### src/rtl/rx_pad_scheduler_pkg.sv
// rx_pkg: shared constants and pad engine state encoding
// for the receive line-gap recovery block.
package rx_pkg;
  localparam int NUM_CH = 4;
  localparam logic [15:0] LINE_WORDS = 16'h0050;
  localparam logic [15:0] FRAME_WORDS = 16'h9600;
  localparam logic [19:0] WD_LIMIT = 20'h23500;
  localparam logic [11:0] PAD_VALUE = 12'h000;

  typedef enum logic [1:0] {
    IDLE,
    PAD,
    DONE
  } pad_state_e;
endpackage

### src/rtl/rx_pad_scheduler_if.sv
// rx_pad_scheduler_if: packet inputs from the collectors and
// the pad write port / status toward the channel memories.
interface rx_pad_scheduler_if;
  import rx_pkg::*;

  logic [NUM_CH-1:0]    pkt_start;
  logic [16*NUM_CH-1:0] pkt_add;
  logic [NUM_CH-1:0]    out_of_link;
  logic [NUM_CH-1:0]    pad_we;
  logic [15:0]          pad_add;
  logic [11:0]          pad_data;
  logic [NUM_CH-1:0]    pad_pending;
  logic                 pad_busy;
  logic [15:0]          lines_padded;

  modport master (
    output pkt_start, pkt_add, out_of_link,
    input  pad_we, pad_add, pad_data,
    input  pad_pending, pad_busy, lines_padded
  );

  modport slave (
    input  pkt_start, pkt_add, out_of_link,
    output pad_we, pad_add, pad_data,
    output pad_pending, pad_busy, lines_padded
  );
endinterface

### src/rtl/rx_pad_scheduler_watchdog.sv
// rx_pkt_watchdog: per-channel line watchdog, owns the idle
// counter, the pad request and the expected line base.
module rx_pkt_watchdog
  import rx_pkg::*;
#(
  parameter logic [19:0] WD_LIM = WD_LIMIT
) (
  input  logic        Cclk,
  input  logic        rst,
  input  logic        pkt_start_i,
  input  logic [15:0] pkt_add_i,
  input  logic        out_of_link_i,
  input  logic        done_i,
  input  logic        abort_i,
  output logic        req_o,
  output logic [15:0] exp_base_o
);
  logic [19:0] wd_cnt_q, wd_cnt_d;
  logic        req_q, req_d;
  logic [15:0] exp_base_q, exp_base_d;
  logic [16:0] sum;

  // next-state for counter, request and expected base
  always_comb begin
    wd_cnt_d = wd_cnt_q;
    if (pkt_start_i || done_i)
      wd_cnt_d = '0;
    else if (wd_cnt_q != WD_LIM)
      wd_cnt_d = wd_cnt_q + 20'd1;

    req_d = req_q;
    if (wd_cnt_q == WD_LIM - 20'd1 &&
        exp_base_q != FRAME_WORDS)
      req_d = 1'b1;
    if (pkt_start_i || out_of_link_i ||
        done_i || abort_i)
      req_d = 1'b0;

    sum = {1'b0, pkt_add_i} + {1'b0, LINE_WORDS};
    exp_base_d = exp_base_q;
    if (out_of_link_i && exp_base_q == FRAME_WORDS)
      exp_base_d = '0;
    else if (pkt_start_i)
      exp_base_d = (sum > {1'b0, FRAME_WORDS}) ?
                   FRAME_WORDS : sum[15:0];
    else if (done_i)
      exp_base_d = exp_base_q + LINE_WORDS;
  end

  // channel state registers
  always_ff @(posedge Cclk or posedge rst) begin
    if (rst) begin
      wd_cnt_q   <= '0;
      req_q      <= 1'b0;
      exp_base_q <= '0;
    end else begin
      wd_cnt_q   <= wd_cnt_d;
      req_q      <= req_d;
      exp_base_q <= exp_base_d;
    end
  end

  assign req_o      = req_q;
  assign exp_base_o = exp_base_q;
endmodule

### src/rtl/rx_pad_scheduler.sv
// rx_pad_scheduler: per-channel watchdogs plus one shared
// round-robin zero-pad engine for missing receive lines.
module rx_pad_scheduler
  import rx_pkg::*;
#(
  parameter logic [19:0] WD_LIM = WD_LIMIT
) (
  input logic               Cclk,
  input logic               rst,
  rx_pad_scheduler_if.slave bus
);
  pad_state_e        state_q;
  logic [1:0]        gch_q, rr_q;
  logic [15:0]       base_q, cnt_q;
  logic [NUM_CH-1:0] pad_we_q;
  logic [15:0]       pad_add_q;
  logic [15:0]       lines_padded_q;

  logic [NUM_CH-1:0] req, done, abort;
  logic [15:0]       exp_base [NUM_CH];
  logic              gnt_vld, abort_hit;
  logic [1:0]        gnt_ch;

  for (genvar i = 0; i < NUM_CH; i++) begin : g_ch
    rx_pkt_watchdog #(.WD_LIM(WD_LIM)) u_wd (
      .Cclk          (Cclk),
      .rst           (rst),
      .pkt_start_i   (bus.pkt_start[i]),
      .pkt_add_i     (bus.pkt_add[16*i +: 16]),
      .out_of_link_i (bus.out_of_link[i]),
      .done_i        (done[i]),
      .abort_i       (abort[i]),
      .req_o         (req[i]),
      .exp_base_o    (exp_base[i])
    );
  end

  // round-robin pick, lowest offset from rr_q wins
  always_comb begin
    gnt_vld = 1'b0;
    gnt_ch  = rr_q;
    for (int k = NUM_CH - 1; k >= 0; k--) begin
      if (req[rr_q + 2'(k)]) begin
        gnt_vld = 1'b1;
        gnt_ch  = rr_q + 2'(k);
      end
    end
  end

  // completion and abort strobes back to the granted channel
  always_comb begin
    abort_hit = (state_q == PAD) &&
                (bus.pkt_start[gch_q] ||
                 bus.out_of_link[gch_q]);
    done  = (state_q == DONE) ? (4'b0001 << gch_q) : '0;
    abort = abort_hit ? (4'b0001 << gch_q) : '0;
  end

  // pad engine FSM with registered write port
  always_ff @(posedge Cclk or posedge rst) begin
    if (rst) begin
      state_q        <= IDLE;
      gch_q          <= '0;
      rr_q           <= '0;
      base_q         <= '0;
      cnt_q          <= '0;
      pad_we_q       <= '0;
      pad_add_q      <= '0;
      lines_padded_q <= '0;
    end else begin
      pad_we_q <= '0;
      unique case (state_q)
        IDLE: begin
          if (gnt_vld) begin
            gch_q   <= gnt_ch;
            base_q  <= exp_base[gnt_ch];
            cnt_q   <= '0;
            rr_q    <= gnt_ch + 2'd1;
            state_q <= PAD;
          end
        end
        PAD: begin
          if (abort_hit) begin
            state_q <= IDLE;
          end else begin
            pad_we_q  <= 4'b0001 << gch_q;
            pad_add_q <= base_q + cnt_q;
            cnt_q     <= cnt_q + 16'd1;
            if (cnt_q == LINE_WORDS - 16'd1)
              state_q <= DONE;
          end
        end
        DONE: begin
          if (lines_padded_q != 16'hFFFF)
            lines_padded_q <= lines_padded_q + 16'd1;
          state_q <= IDLE;
        end
        default: state_q <= IDLE;
      endcase
    end
  end

  assign bus.pad_we       = pad_we_q;
  assign bus.pad_add      = pad_add_q;
  assign bus.pad_data     = PAD_VALUE;
  assign bus.pad_pending  = req;
  assign bus.pad_busy     = (state_q != IDLE);
  assign bus.lines_padded = lines_padded_q;
endmodule
### src/flat_wrapper.sv
// flat-port wrapper written by rule: the top's interface ports become plain ports
module rx_pad_scheduler_flat import rx_pkg::*;
#(
  parameter logic [19:0] WD_LIM = WD_LIMIT
)
  (Cclk, rst, bus_pkt_start, bus_pkt_add, bus_out_of_link, bus_pad_we, bus_pad_add, bus_pad_data, bus_pad_pending, bus_pad_busy, bus_lines_padded);
  rx_pad_scheduler_if bus_i ();
  input logic Cclk;
  input logic rst;
  input wire logic [$bits(bus_i.pkt_start)-1:0] bus_pkt_start;
  input wire logic [$bits(bus_i.pkt_add)-1:0] bus_pkt_add;
  input wire logic [$bits(bus_i.out_of_link)-1:0] bus_out_of_link;
  output wire logic [$bits(bus_i.pad_we)-1:0] bus_pad_we;
  output wire logic [$bits(bus_i.pad_add)-1:0] bus_pad_add;
  output wire logic [$bits(bus_i.pad_data)-1:0] bus_pad_data;
  output wire logic [$bits(bus_i.pad_pending)-1:0] bus_pad_pending;
  output wire logic [$bits(bus_i.pad_busy)-1:0] bus_pad_busy;
  output wire logic [$bits(bus_i.lines_padded)-1:0] bus_lines_padded;
  assign bus_i.pkt_start = bus_pkt_start;
  assign bus_i.pkt_add = bus_pkt_add;
  assign bus_i.out_of_link = bus_out_of_link;
  assign bus_pad_we = bus_i.pad_we;
  assign bus_pad_add = bus_i.pad_add;
  assign bus_pad_data = bus_i.pad_data;
  assign bus_pad_pending = bus_i.pad_pending;
  assign bus_pad_busy = bus_i.pad_busy;
  assign bus_lines_padded = bus_i.lines_padded;
  rx_pad_scheduler #(.WD_LIM(WD_LIM)) u_core (.Cclk(Cclk), .rst(rst), .bus(bus_i));
endmodule
### config.mk
export PLATFORM = sky130hd
export DESIGN_NAME = rx_pad_scheduler_flat
export DESIGN_NICKNAME = d
export VERILOG_FILES = /design/src/rtl/rx_pad_scheduler_pkg.sv /design/src/rtl/rx_pad_scheduler_if.sv /design/src/rtl/rx_pad_scheduler_watchdog.sv /design/src/rtl/rx_pad_scheduler.sv /design/src/flat_wrapper.sv
export SDC_FILE = /design/constraint.sdc
export NUM_CORES = 1
export LEC_CHECK = 0
export CORE_UTILIZATION = 59
export DETAILED_ROUTE_END_ITERATION = 12
export GPL_TIMING_DRIVEN = 0
export PLACE_DENSITY_LB_ADDON = 0.1
export REMOVE_ABC_BUFFERS = 1
export SETUP_SLACK_MARGIN = 0.2
export SKIP_LAST_GASP = 1
export SLEW_MARGIN = 10
export SYNTH_ARGS = -nofsm -noshare
export SYNTH_HDL_FRONTEND = slang
export SYNTH_SLANG_ARGS = --single-unit
### constraint.sdc
create_clock -name Cclk -period 7.6 [get_ports Cclk]
set_input_delay 0.76 -clock Cclk [delete_from_list [all_inputs] [get_ports Cclk]]
set_output_delay 0.76 -clock Cclk [all_outputs]
set_load 0.005 [all_outputs]
**Word-level counts from Yosys, hierarchy flattened**

Cells that the tools add are included.

- $lt $le $gt $ge: 10
- Reductions and logical operators: 46
- Shift-type cells: 1
- Mux-type cells: 66
- $add $sub $neg: 19
- Bitwise gates (word level): 2
- Eq/ne operators: 23

Operators with widths:

| kind | number |
|---|---|
| 16-bit 2-to-1 mux | 20 |
| 20-bit 2-to-1 mux | 8 |
| 20-bit by 1-bit adder with 20-bit output, second input constant | 4 |
| 20-bit by 18-bit equality test with 1-bit output, second input constant | 4 |
| 16-bit != test, second input constant | 5 |
| 20-bit by 18-bit != test with 1-bit output, second input constant | 4 |
| 16-bit by 7-bit adder with 17-bit output, second input constant | 4 |
| 17-bit by 16-bit greater-than comparator with 1-bit output, second input constant | 4 |
| 16-bit by 7-bit adder with 16-bit output, second input constant | 4 |
| 16-bit equality test, second input constant | 4 |
| 16-bit by 1-bit adder with 16-bit output, second input constant | 2 |
| 16-bit binary-select mux with 2-bit select | 1 |
| 16-bit case mux with 2 select lines | 1 |
| 2-bit nonzero test | 10 |
| 1-bit 2-to-1 mux | 18 |
| 1-bit logical OR | 17 |
| 16-bit adder | 1 |
| 16-bit by 7-bit equality test with 1-bit output, second input constant | 1 |
| 4-bit 2-to-1 mux | 4 |
| 2-bit by 3-bit less-than comparator with 1-bit output, second input constant | 5 |
| 2-bit 2-to-1 mux | 7 |
| 1-bit binary-select mux with 2-bit select | 6 |
| 3-bit nonzero test | 4 |
| 1-bit logical AND | 9 |
| other kinds (15) | 20 |

- Output and inout port bits: 53
- Bits of input ports: 74
- Register bits: 222
- Word-level logic and storage cells: 187

**Depth between registers and ports, before layout**

- Depth after elaboration: 11
- Gate-level depth with buffers: 10
- Depth with buffers taken out: 10

**By module**

Synthesis repeated with hierarchy kept, for this count alone.

- Cell total of the unflattened synthesis: 1561
- Area total of the unflattened synthesis: 14223.6 µm²

By module, submodules not included:

| module | instances | seq. area each (µm²) | cells an instance | area an instance (µm²) |
|---|---|---|---|---|
| rx_pkt_watchdog | 4 | 925.9 | 270 | 2392.3 |
| rx_pad_scheduler | 1 | 1851.8 | 481 | 4654.5 |

**Least setup slack after synthesis**

No wires, ideal clock.

- Path kind: input to register
- From: in bus_pkt_add[52]
- To: reg u_core.g_ch[3].u_wd.exp_base_q[0]
- Arrival time: 2.480 ns
- Slack: 4.999 ns
- Buffers on the path: 1
- Cell stages on the path: 8
- Required time: 7.478 ns
- Path through: ha_1 or3b_1 nor4_1 mux2i_1 a21oi_1 a32o_1 buf_4 a32o_1

- Longest elaborated chain between the ends: 5

RTL lines:

| element | RTL line | source |
|---|---|---|
| from (decl) | flat_wrapper.sv:11 | `input wire logic [$bits(bus_i.pkt_add)-1:0] bus_pkt_add;` |
| 16-bit by 7-bit adder with 17-bit output | rx_pad_scheduler_watchdog.sv:39 | `sum = {1'b0, pkt_add_i} + {1'b0, LINE_WORDS};` |
| 17-bit by 16-bit greater-than comparator with 1-bit output | rx_pad_scheduler_watchdog.sv:44 | `exp_base_d = (sum > {1'b0, FRAME_WORDS}) ?` |
| 16-bit 2-to-1 mux | rx_pad_scheduler_watchdog.sv:44 |  |
| 16-bit 2-to-1 mux | rx_pad_scheduler_watchdog.sv:43 | `else if (pkt_start_i)` |
| 16-bit 2-to-1 mux | rx_pad_scheduler_watchdog.sv:41 | `if (out_of_link_i && exp_base_q == FRAME_WORDS)` |
| to (signal assigned) | rx_pad_scheduler_watchdog.sv:59 | `exp_base_q <= exp_base_d;` |
| to (decl) | rx_pad_scheduler_watchdog.sv:20 | `logic [15:0] exp_base_q, exp_base_d;` |

No other way between the ends.
A chain may end at the register's enable or synchronous reset.

**Worst setup path after layout**

- From: in bus_pkt_start[2]
- To: reg u_core.cnt_q[15]

- Longest elaborated chain between the ends: 6

RTL lines:

| element | RTL line | source |
|---|---|---|
| from (decl) | flat_wrapper.sv:10 | `input wire logic [$bits(bus_i.pkt_start)-1:0] bus_pkt_start;` |
| 1-bit binary-select mux with 2-bit select | rx_pad_scheduler.sv:53 | `(bus.pkt_start[gch_q] \|\|` |
| 1-bit 2-to-1 mux (implied by the code) | rx_pad_scheduler.sv:53 |  |
| 1-bit logical OR | rx_pad_scheduler.sv:53 |  |
| 1-bit logical AND | rx_pad_scheduler.sv:52 | `abort_hit = (state_q == PAD) &&` |
| 2-bit != test (no line) | -- |  |
| 3-bit AND reduction (no line) | -- |  |
| to (signal assigned) | rx_pad_scheduler.sv:88 | `cnt_q <= cnt_q + 16'd1;` |
| to (decl) | rx_pad_scheduler.sv:14 | `logic [15:0] base_q, cnt_q;` |

No other way between the ends. The select of a mux whose other input is x is not followed.

==> results.py <==
metrics = {
    "grt": {
        "first_global_vias": 10680,
        "grt_remaining_overflow": 0,
        "grt_first_pass_wirelength_um": 54080,
        "grt_usage_pct": 27.89,
        "antenna_found_initial": 0,
        "grt_max_degree": 117,
    },
    "finish": {
        "fin_area_um2": 15720,
        "syn2layout_area_growth_pct": 15.47,
        "diodes": 0,
        "multi_input_area_um2": 7620,
        "drive_gt1_share_pct": 5.864,
        "n_fill_cell": 1758,
        "stdcell_count": 1871,
        "final_cell_mix": "222 x dfrtp_1, 171 x nor2_1, 158 x nand2_1, 114 x clkdlybuf4s50_1, 99 x xor2_1",
        "layout.nets": 1689,
        "fin_util_pct": 69.42,
        "final_common_cell": "dfrtp_1",
        "seqCellArea_um2": 5555,
    },
    "sta": {
        "slew_violations": 0,
        "clock_skew_ns": 0.01135,
        "worst_slew_pin_slew_ns": 1.057,
        "slew_headroom_pct": 29.33,
        "tns_ns": 0,
        "final_min_period_over_clock_period_pct": 45.68,
        "finalHoldViolCount": 0,
        "max_freq_mhz": 288.1,
        "min_period_ns": 3.471,
        "rsz0062_at_grt": "false",
        "finalSetupViolations": 0,
    },
    "clock_tree": {
        "postCtsResizedCells": 0,
        "clockBufferDepth": 3,
        "cts-buffers-inserted": 25,
        "clkSlewWorstSetupHoldPaths_ns": 0.06,
        "cts-htree-levels": 1,
        "cts.sinks": 222,
        "cts_root_buffer": "clkbuf_16",
        "insertion_delay_ns": 0.52,
        "post_cts.repair.setup_buffers": 0,
        "cts_tree": "done",
        "hold_buffers": 0,
    },
    "run_status": {
        "status": "completed",
    },
    "synth": {
        "netlist_area_um2": 13610,
        "yosysWarnings": 0,
        "async_reset_ff_share_pct": 100.0,
        "syn_avg_cell_area_um2": 9.172,
        "ys.flop_type": "dfrtp_1",
        "seq_area_frac_synth_pct": 40.81,
        "synthCells": 1484,
        "yosysUniqueCellTypes": 85,
        "synth-edff-count": 0,
        "ys_ff_latch": 222,
    },
    "routing": {
        "vias": 11390,
        "totalWireLength_um": 32540,
        "vias_per_cell": 6.086,
        "antenna_left": 0,
        "drtIter0Drc": 916,
        "first_pass_iters": 7,
        "wl_per_cell_um": 17.39,
        "drc_errors": 0,
    },
    "worst_setup_path": {
        "critical_path_class": "in2reg",
        "cp_top_family": "compound AO/OA/AOI/OAI gates",
        "cp_slowest_cell": "clkdlybuf4s50_1",
        "worst_ep_required_time_ns": 8.01,
        "path_max_fanout": 39,
        "critPathBufInv": 1,
        "path_cells": "clkdlybuf4s50_1 -> nor2_1 -> o21ai_0 -> a221o_2 -> a211oi_2 -> nand3_1 -> xor2_1 -> nor2_1",
        "cp-end-kind": "register",
        "max_stage_delay_ns": 1.17,
        "cp.arrival_ns": 3.88,
        "path_common_cell": "nor2_1",
        "cp-start-kind": "primary input",
    },
    "floorplan": {
        "start_util_pct": 60.12,
        "io_pins": 127,
        "dieHeight_um": 153.9,
        "num_rows": 55,
        "core_um2": 22640,
        "die_w_um": 153.9,
        "dieArea_um2": 23680,
    },
    "power_and_ir_drop": {
        "power_leakage_nw": 6.699,
        "pwr-share-comb_pct": 11.3,
        "total_power_mw": 2.833,
        "share_seq_of_total_power_pct": 46.1,
        "power_density_nw_per_um2": 180.3,
        "ir_worst_vdd_mv": 0.1144,
        "p_int_mw": 2.107,
        "pwr-share-clk_pct": 42.6,
        "swShare_pct": 25.65,
        "p_sw_uw": 726.7,
    },
    "place": {
        "hpwlAfterDp_um": 23500,
        "place.gp.congestion": 0.9190,
        "io_buffers": 114,
        "placedCellCount": 1830,
        "placed_cell_area_um2": 14890,
    },
    "flow_run": {
        "cap_violations": 0,
    },
    "hold_path": {
        "hold_class": "reg2reg",
    },
}
[flip-flops by register name, summed over array words and instances (netlist names)]
signal	flops
u_core.g_ch.u_wd.wd_cnt_q	80
u_core.rr_q	2
u_core.bus.pad_add	16
u_core.g_ch.u_wd.exp_base_o	64
u_core.g_ch.u_wd.req_o	4
u_core.bus.lines_padded	16
u_core.state_q	2
u_core.base_q	16
u_core.cnt_q	16
u_core.gch_q	2
u_core.bus.pad_we	4
[routing by layer]
layer	GRT usage, %	share of wire, %
met1	38.98	44
met2	45.26	47
met3	4.030	6.1
met4	8.095	2.8
met5	0	0
[kinds of logic after synthesis]
family                   share of synthesized area [%]
other                                          0.02755
adder cells (fa/ha/maj)                          3.916
flip-flops                                       40.81
AO/OA/AOI/OAI                                    12.25
AND/OR/NAND/NOR                                  24.21
buffers and inverters                            3.649
multiplexers                                     3.548
XOR/XNOR                                         11.58
[area by class of cell]
| class | instances | area share (%) |
|---|---|---|
| clock inverters | 9 | 0.7881 |
| flip-flops and latches | 222 | 35.34 |
| inverters | 45 | 1.122 |
| clock buffers | 31 | 4.315 |
| well taps | 285 | 2.269 |
| multi-input cells | 1162 | 48.48 |
| repair buffers | 117 | 7.682 |
[Yosys cell counts (4+ instances only)]
cell,n,area (um^2)
o211ai_1,5,37.54
mux2i_1,10,100.1
ha_1,41,513.0
nand4b_1,7,61.31
o31ai_1,5,37.54
nor3_1,34,170.2
nor2_2,4,25.02
and2_1,7,43.79
o21ai_0,61,305.3
and3_1,24,150.1
a41o_1,11,110.1
xnor2_1,81,709.4
a21oi_1,53,265.3
nand3b_1,7,52.55
xor2_1,99,867.1
nor4b_1,10,87.58
a22o_1,11,96.34
or2_2,6,37.54
clkbuf_1,36,135.1
nand4_1,39,244.0
nand2b_1,15,93.84
o21a_1,4,30.03
nand2_1,158,593.1
nor3b_1,5,37.54
a211oi_1,12,90.09
mux4_2,16,360.4
a31oi_1,13,81.33
nor4_1,22,137.6
dfrtp_1,222,5555
o2111ai_1,4,35.03
nand3_1,82,410.4
a32o_1,9,90.09
and4_1,8,70.07
buf_4,18,135.1
nor2b_1,12,75.07
buf_2,9,45.04
o22ai_1,11,68.82
or3_1,13,81.33
inv_1,45,168.9
a21o_1,14,105.1
or4_1,6,45.04
nor2_1,172,645.6
[final timing paths]
kind                                                                from                                             to  slack (ns)  cells after the start
min reg2reg                           u_core.bus.pad_add[12]$_DFFE_PP0P_             u_core.bus.pad_add[12]$_DFFE_PP0P_        0.48                      2
min in group asynchronous                                            rst             u_core.bus.pad_add[14]$_DFFE_PP0P_        0.77                      2
max                                                     bus_pkt_start[2]                   u_core.cnt_q[15]$_DFFE_PP0P_        4.13                      8
max in group asynchronous                                            rst  u_core.g_ch[3].u_wd.exp_base_o[1]$_DFFE_PP0P_        5.82                      3
min                                   u_core.bus.pad_add[12]$_DFFE_PP0P_             u_core.bus.pad_add[12]$_DFFE_PP0P_        0.48                      2
max reg2reg                u_core.g_ch[2].u_wd.exp_base_o[4]$_DFFE_PP0P_  u_core.g_ch[2].u_wd.exp_base_o[5]$_DFFE_PP0P_        4.76                      6
[worst reg2reg max path, cell delays in order (launching register included)]
cell,delay (ns)
dfrtp_1,0.44
inv_1,0.09
ha_1,0.13
or4b_2,0.59
nor3_1,0.59
nand2_1,0.50
a41o_1,0.38
[power by group through the flow]
stage / combinational [mW] / sequential, mW / clock (mW)
6_report: 0.321 / 1.31 / 1.21
5_1_grt: 0.358 / 1.31 / 1.27
4_1_cts: 0.322 / 1.30 / 1.22
3_5_place_dp: 0.319 / 1.32 / 0
3_3_place_gp: 0.309 / 1.32 / 0
2_1_floorplan: 0.205 / 1.29 / 0
[metrics by stage]
step / setup slack [ns] / hold WS, ns
after floorplan: 0.7622 / 0.4498
after global placement: -2.072 / 0.4604
after detailed placement: 3.168 / 0.4696
after CTS: 3.706 / 0.4834
after global routing: 3.862 / 0.5028
final: 4.129 / 0.4756
(Power assumes the default switching activity.)
